[src/rtl/alu_op_sequencer.sv]
// Fetch/execute control-step sequencer for ALU instructions (T0..T6 strobes).
// Define SEQ_HILO_EN to build the mul/div class (T6, LOin/HIin/ZHighOut).
module alu_op_sequencer #(
   parameter int NUM_REGS = 16,
   parameter int OPW      = 5,
   localparam int RW      = (NUM_REGS > 1) ? $clog2(NUM_REGS) : 1
) (
   input  logic                clock,
   input  logic                clear,
   input  logic                start,
   input  logic                mem_ready,
   input  logic [31:0]         ir,
   output logic [NUM_REGS-1:0] Rin,
   output logic [NUM_REGS-1:0] Rout,
   output logic                PCout,
   output logic                PCin,
   output logic                incPC,
   output logic                MARin,
   output logic                MDRin,
   output logic                MDRout,
   output logic                read,
   output logic                IRin,
   output logic                Yin,
   output logic                Zin,
   output logic                ZLowOut,
   output logic                ZHighOut,
   output logic                HIin,
   output logic                LOin,
   output logic [OPW-1:0]      opcode,
   output logic                busy,
   output logic                done,
   output logic                illegal
);

   // T1W is the memory-wait copy of T1 without PCin, keeping the machine Moore.
   typedef enum logic [3:0] {
      S_IDLE, S_T0, S_T1, S_T1W, S_T2, S_T3, S_T4, S_T5,
`ifdef SEQ_HILO_EN
      S_T6,
`endif
      S_DONE
   } state_t;

   state_t r_state;
   state_t w_next;

   logic [OPW-1:0] w_opc;
   logic [RW-1:0]  w_ra, w_rb, w_rc;
   logic           w_raOk, w_rbOk, w_rcOk;
   logic           w_binOk, w_unOk, w_mdOk;
   logic           w_unused;

   assign w_opc    = ir[31 -: OPW];
   assign w_ra     = ir[31-OPW -: RW];
   assign w_rb     = ir[31-OPW-RW -: RW];
   assign w_rc     = ir[31-OPW-2*RW -: RW];
   assign w_unused = ^ir[31-OPW-3*RW:0];

   assign w_raOk = ({1'b0, w_ra} < (RW+1)'(NUM_REGS));
   assign w_rbOk = ({1'b0, w_rb} < (RW+1)'(NUM_REGS));
   assign w_rcOk = ({1'b0, w_rc} < (RW+1)'(NUM_REGS));

   assign w_binOk = (w_opc >= OPW'(3)) && (w_opc <= OPW'(14)) && w_raOk && w_rbOk && w_rcOk;
   assign w_unOk  = ((w_opc == OPW'(17)) || (w_opc == OPW'(18))) && w_raOk && w_rbOk;
`ifdef SEQ_HILO_EN
   assign w_mdOk  = ((w_opc == OPW'(15)) || (w_opc == OPW'(16))) && w_rbOk && w_rcOk;
`else
   assign w_mdOk  = 1'b0;
`endif

   function automatic logic [NUM_REGS-1:0] oneHot(input logic [RW-1:0] idx);
      return NUM_REGS'(1) << idx;
   endfunction

   always_ff @(posedge clock or negedge clear) begin
      if (!clear) r_state <= S_IDLE;
      else        r_state <= w_next;
   end

   always_comb begin
      w_next = r_state;
      case (r_state)
         S_IDLE:      if (start) w_next = S_T0;
         S_T0:        w_next = S_T1;
         S_T1, S_T1W: w_next = mem_ready ? S_T2 : S_T1W;
         S_T2:        w_next = S_T3;
         S_T3: begin
            if (w_binOk || w_mdOk) w_next = S_T4;
            else if (w_unOk)       w_next = S_T5;
            else                   w_next = S_IDLE;
         end
         S_T4:        w_next = S_T5;
`ifdef SEQ_HILO_EN
         S_T5:        w_next = w_mdOk ? S_T6 : S_DONE;
         S_T6:        w_next = S_DONE;
`else
         S_T5:        w_next = S_DONE;
`endif
         S_DONE:      w_next = S_IDLE;
         default:     w_next = S_IDLE;
      endcase
   end

   always_comb begin
      Rin     = '0;
      Rout    = '0;
      PCout   = 1'b0;
      PCin    = 1'b0;
      incPC   = 1'b0;
      MARin   = 1'b0;
      MDRin   = 1'b0;
      MDRout  = 1'b0;
      read    = 1'b0;
      IRin    = 1'b0;
      Yin     = 1'b0;
      Zin     = 1'b0;
      ZLowOut = 1'b0;
`ifdef SEQ_HILO_EN
      ZHighOut = 1'b0;
      HIin     = 1'b0;
      LOin     = 1'b0;
`endif
      opcode  = '0;
      busy    = (r_state != S_IDLE);
      done    = 1'b0;
      illegal = 1'b0;
      case (r_state)
         S_T0: begin
            PCout = 1'b1;
            MARin = 1'b1;
            incPC = 1'b1;
            Zin   = 1'b1;
         end
         S_T1, S_T1W: begin
            ZLowOut = 1'b1;
            PCin    = (r_state == S_T1);
            read    = 1'b1;
            MDRin   = 1'b1;
         end
         S_T2: begin
            MDRout = 1'b1;
            IRin   = 1'b1;
         end
         S_T3: begin
            if (w_unOk) begin
               Rout   = oneHot(w_rb);
               opcode = w_opc;
               Zin    = 1'b1;
            end else if (w_binOk || w_mdOk) begin
               Rout = oneHot(w_rb);
               Yin  = 1'b1;
            end else begin
               illegal = 1'b1;
            end
         end
         S_T4: begin
            Rout   = oneHot(w_rc);
            opcode = w_opc;
            Zin    = 1'b1;
         end
         S_T5: begin
            ZLowOut = 1'b1;
`ifdef SEQ_HILO_EN
            if (w_mdOk) LOin = 1'b1;
            else        Rin  = oneHot(w_ra);
`else
            Rin = oneHot(w_ra);
`endif
         end
`ifdef SEQ_HILO_EN
         S_T6: begin
            ZHighOut = 1'b1;
            HIin     = 1'b1;
         end
`endif
         S_DONE:  done = 1'b1;
         default: ;
      endcase
   end

`ifndef SEQ_HILO_EN
   assign ZHighOut = 1'b0;
   assign HIin     = 1'b0;
   assign LOin     = 1'b0;
`endif

endmodule

[config.mk]
export PLATFORM = sky130hd
export DESIGN_NAME = alu_op_sequencer
export DESIGN_NICKNAME = d
export VERILOG_FILES = /design/src/rtl/alu_op_sequencer.sv
export SDC_FILE = /design/constraint.sdc
export NUM_CORES = 1
export LEC_CHECK = 0
export CORE_MARGIN = 5
export CORE_UTILIZATION = 31
export DETAILED_ROUTE_END_ITERATION = 8
export GPL_TIMING_DRIVEN = 0
export PLACE_DENSITY = 0.95
export SETUP_SLACK_MARGIN = 0.05
export SLEW_MARGIN = 15
export SYNTH_ARGS = -nofsm -noshare
export SYNTH_HDL_FRONTEND = slang
export SYNTH_SLANG_ARGS = --single-unit
[constraint.sdc]
create_clock -name clock -period 4 [get_ports clock]
set_input_delay 0.4 -clock clock [delete_from_list [all_inputs] [get_ports clock]]
set_output_delay 0.4 -clock clock [all_outputs]
set_load 0.1 [all_outputs]
==> flow_summary.yaml <==
cells_and_area:
  drive_above_1_share_pct: 12.7
  seqCellArea_um2: 100
  fillerInstances: 237
  largest_reg_flops: 4
  multiInputGateArea_um2: 679
  num-nets-final: 242
  top_register: "r_state"
  area_delta_synth_final_pct: 93.1
  insertedDiodeCount: 0
  reg.largest.list: "r_state: 4 flops"
  post-route-util_pct: 61.2
sta:
  tns_ns: 0
  period_needed_ns: 3.52
  slew_headroom_pct: 33.0
  worst_pin_slew_ns: 1.00
  fmax_mhz: 284
  hold_viol_final: 0
  slew_violations: 0
  skew_ns: 0.000506
  rsz0062_at_grt: "no"
  setup_violations: 0
  post-route-period-util_pct: 87.9
clocking:
  cts_tree: "done"
  cts_resized: 0
  clockBufferDepth: 2
  cts.sinks: 4
  cts_max_level: 1
  worstSkewPairLatency_ns: 0.23
  cts_root_buf: "clkbuf_4"
  post_cts_buffers: 0
  numCtsBuffers: 3
  clk_pin_slew_ns: 0.04
  holdBufCountCts: 0
power:
  pwr-share-seq_pct: 6.5
  power.leakage_nw: 0.574
  pwr-share-comb_pct: 89.3
  p_switching_w: 0.000832
  p_int_w: 0.000363
  switching_share_pct: 69.6
  p_clk_share_pct: 4.2
  ir_worst_vdd_mv: 0.950
  p_per_area_nw_per_um2: 727
placed_design:
  port_buffers: 71
  place_congestion: 0.911
  dp_hpwl_um: 2670
floorplanning:
  rows: 19
  start_util_pct: 31.7
  die_w_um: 62.4
  dieHeight_um: 62.4
  core_area_um2: 2690
  die_area_um2: 3890
  io_pins: 90
critical_path:
  critical-path-top-delay-family: "buffers and inverters"
  crit_cells: 6
  arrival_ns: 3.12
  worstPathRequired_ns: 3.60
  path_max_fanout: 8
  worst-path-buf-inv: 2
  crit_type: "in2out"
  reg2reg_depth: 3
  worstPathCellList: "clkdlybuf4s50_1 -> maj3_1 -> o221a_2 -> nand4b_1 -> o22ai_1 -> clkdlybuf4s50_1"
  cp_common_cell: "clkdlybuf4s50_1"
  crit_path_start_kind: "primary input"
  slowest_delay_ns: 1.16
  critPathSlowestCell: "clkdlybuf4s50_1"
  cp-end-kind: "output port"
global_routing:
  overflow: 0
  grt_pass1_vias: 1165
  grtUsageTotal_pct: 15.2
  antenna_found_initial: 0
  grt_max_degree: 11
  grt_pass1_wl_um: 5130
yosys:
  synth_ff_type: "dfrtp_1"
  syn-instance-count: 128
  ys_ff_latch: 4
  synth-edff-count: 0
  synthArstFlopShare_pct: 100
  synth_area_per_cell_um2: 6.65
  netlist_area_um2: 851
  ys_types: 37
  yosysSeqAreaShare_pct: 11.8
  yosysWarningCount: 0
detailed_routing:
  route.vias.total: 1223
  vias_per_cell: 5.20
  drt.antenna.violating_nets: 0
  wl_um: 3220
  firstDrtPassIters: 5
  route.detailed.drc: 0
  first_iter_violations: 48
  wl_per_cell_um: 13.7
outcome:
  status: "completed"
job:
  cap_violations: 0
min_path:
  hold_class: "in2async"
-- cells by family after synthesis --
family / share of synthesized area, %
and+or+nand+nor: 52.8
other: 0.441
DFF: 11.8
AOI/OAI and AO/OA: 22.1
xor gates and xnor gates: 1.03
buffers and inverters: 10.7
adders and majority gates: 1.18
-- final timing paths --
kind,from,end,slack [ns]
max,ir[31],Rout[5],0.48
min,clear,r_state[3],0.37
max reg2reg,r_state[1],r_state[0],2.64
min reg2reg,r_state[3],r_state[0],0.56
max in group asynchronous,clear,r_state[0],3.47
min in group clock,r_state[3],r_state[0],0.56
-- layer usage --
| layer | part of all wire [%] | vias to the layer above | GRT usage (%) |
|---|---|---|---|
| li1 | - | 617 | - |
| met1 | 43 | 549 | 18.1 |
| met2 | 48 | 53 | 26.8 |
| met3 | 7.9 | 4 | 2.88 |
| met4 | 1.3 | 0 | 5.04 |
| met5 | 0 | - | 0 |
-- placed cells by master, fill, tap and decap left out, types with 2 or more instances in the layout --
master and instances:
nor2_1 20, or4_4 2, dfrtp_1 4, nand2b_1 8, nand2_1 10, nand4_1 2, buf_4 7, buf_6 2
nand3_1 4, clkdlybuf4s50_1 71, nor2b_1 2, nand3b_1 6, clkbuf_1 2, or2_2 4, o21ai_0 2, clkbuf_4 3
o22ai_1 15, and2_1 6, a21oi_1 6, conb_1 3, nor3_1 7
-- metrics by stage --
step | cell area, um2 | power [W] | std cells | hold slack [ns] | worst slack [ns]
3_5_place_dp | 1620 | 0.00114 | 232 | 0.551 | 0.498
5_1_grt | 1640 | 0.00125 | 235 | 0.383 | 0.361
2_1_floorplan | 871 | 0.000918 | 130 | 0.104 | 0.208
3_3_place_gp | 1620 | 0.00113 | 232 | 0.549 | 0.515
6_report | 1640 | 0.00119 | 235 | 0.367 | 0.483
4_1_cts | 1640 | 0.00120 | 235 | 0.364 | 0.494
-- power by group through the flow --
stage          clock [W]  sequential (W)  combinational [W]
6_report       0.0000502       0.0000776            0.00107
4_1_cts        0.0000516       0.0000776            0.00107
5_1_grt        0.0000531       0.0000809            0.00112
3_3_place_gp           0       0.0000775            0.00106
2_1_floorplan          0       0.0000727           0.000845
3_5_place_dp           0       0.0000776            0.00107
-- layout make-up --
class | instances | area share, %
timing repair buffer | 71 | 43.3
multi-input combinational | 113 | 41.4
sequential | 4 | 6.09
buffer | 12 | 5.33
tap | 31 | 2.36
clock buffer | 3 | 1.37
inverter | 1 | 0.228
-- cell usage after synthesis (2+ instances only) --
library cell / number / area, um2
nor3_1: 7 / 35.0
nand2b_1: 8 / 50.1
nand2_1: 10 / 37.5
buf_6: 2 / 22.5
nor2_1: 20 / 75.1
and2_1: 6 / 37.5
clkbuf_1: 2 / 7.51
o21ai_0: 2 / 10.0
o22ai_1: 15 / 93.8
nand3_1: 4 / 20.0
nand3b_1: 6 / 45.0
or2_2: 4 / 25.0
buf_4: 7 / 52.6
or4_4: 2 / 22.5
nor2b_1: 2 / 12.5
nand4_1: 2 / 12.5
dfrtp_1: 4 / 100
a21oi_1: 6 / 30.0
Note: power is estimated with default switching activity, not from simulation.
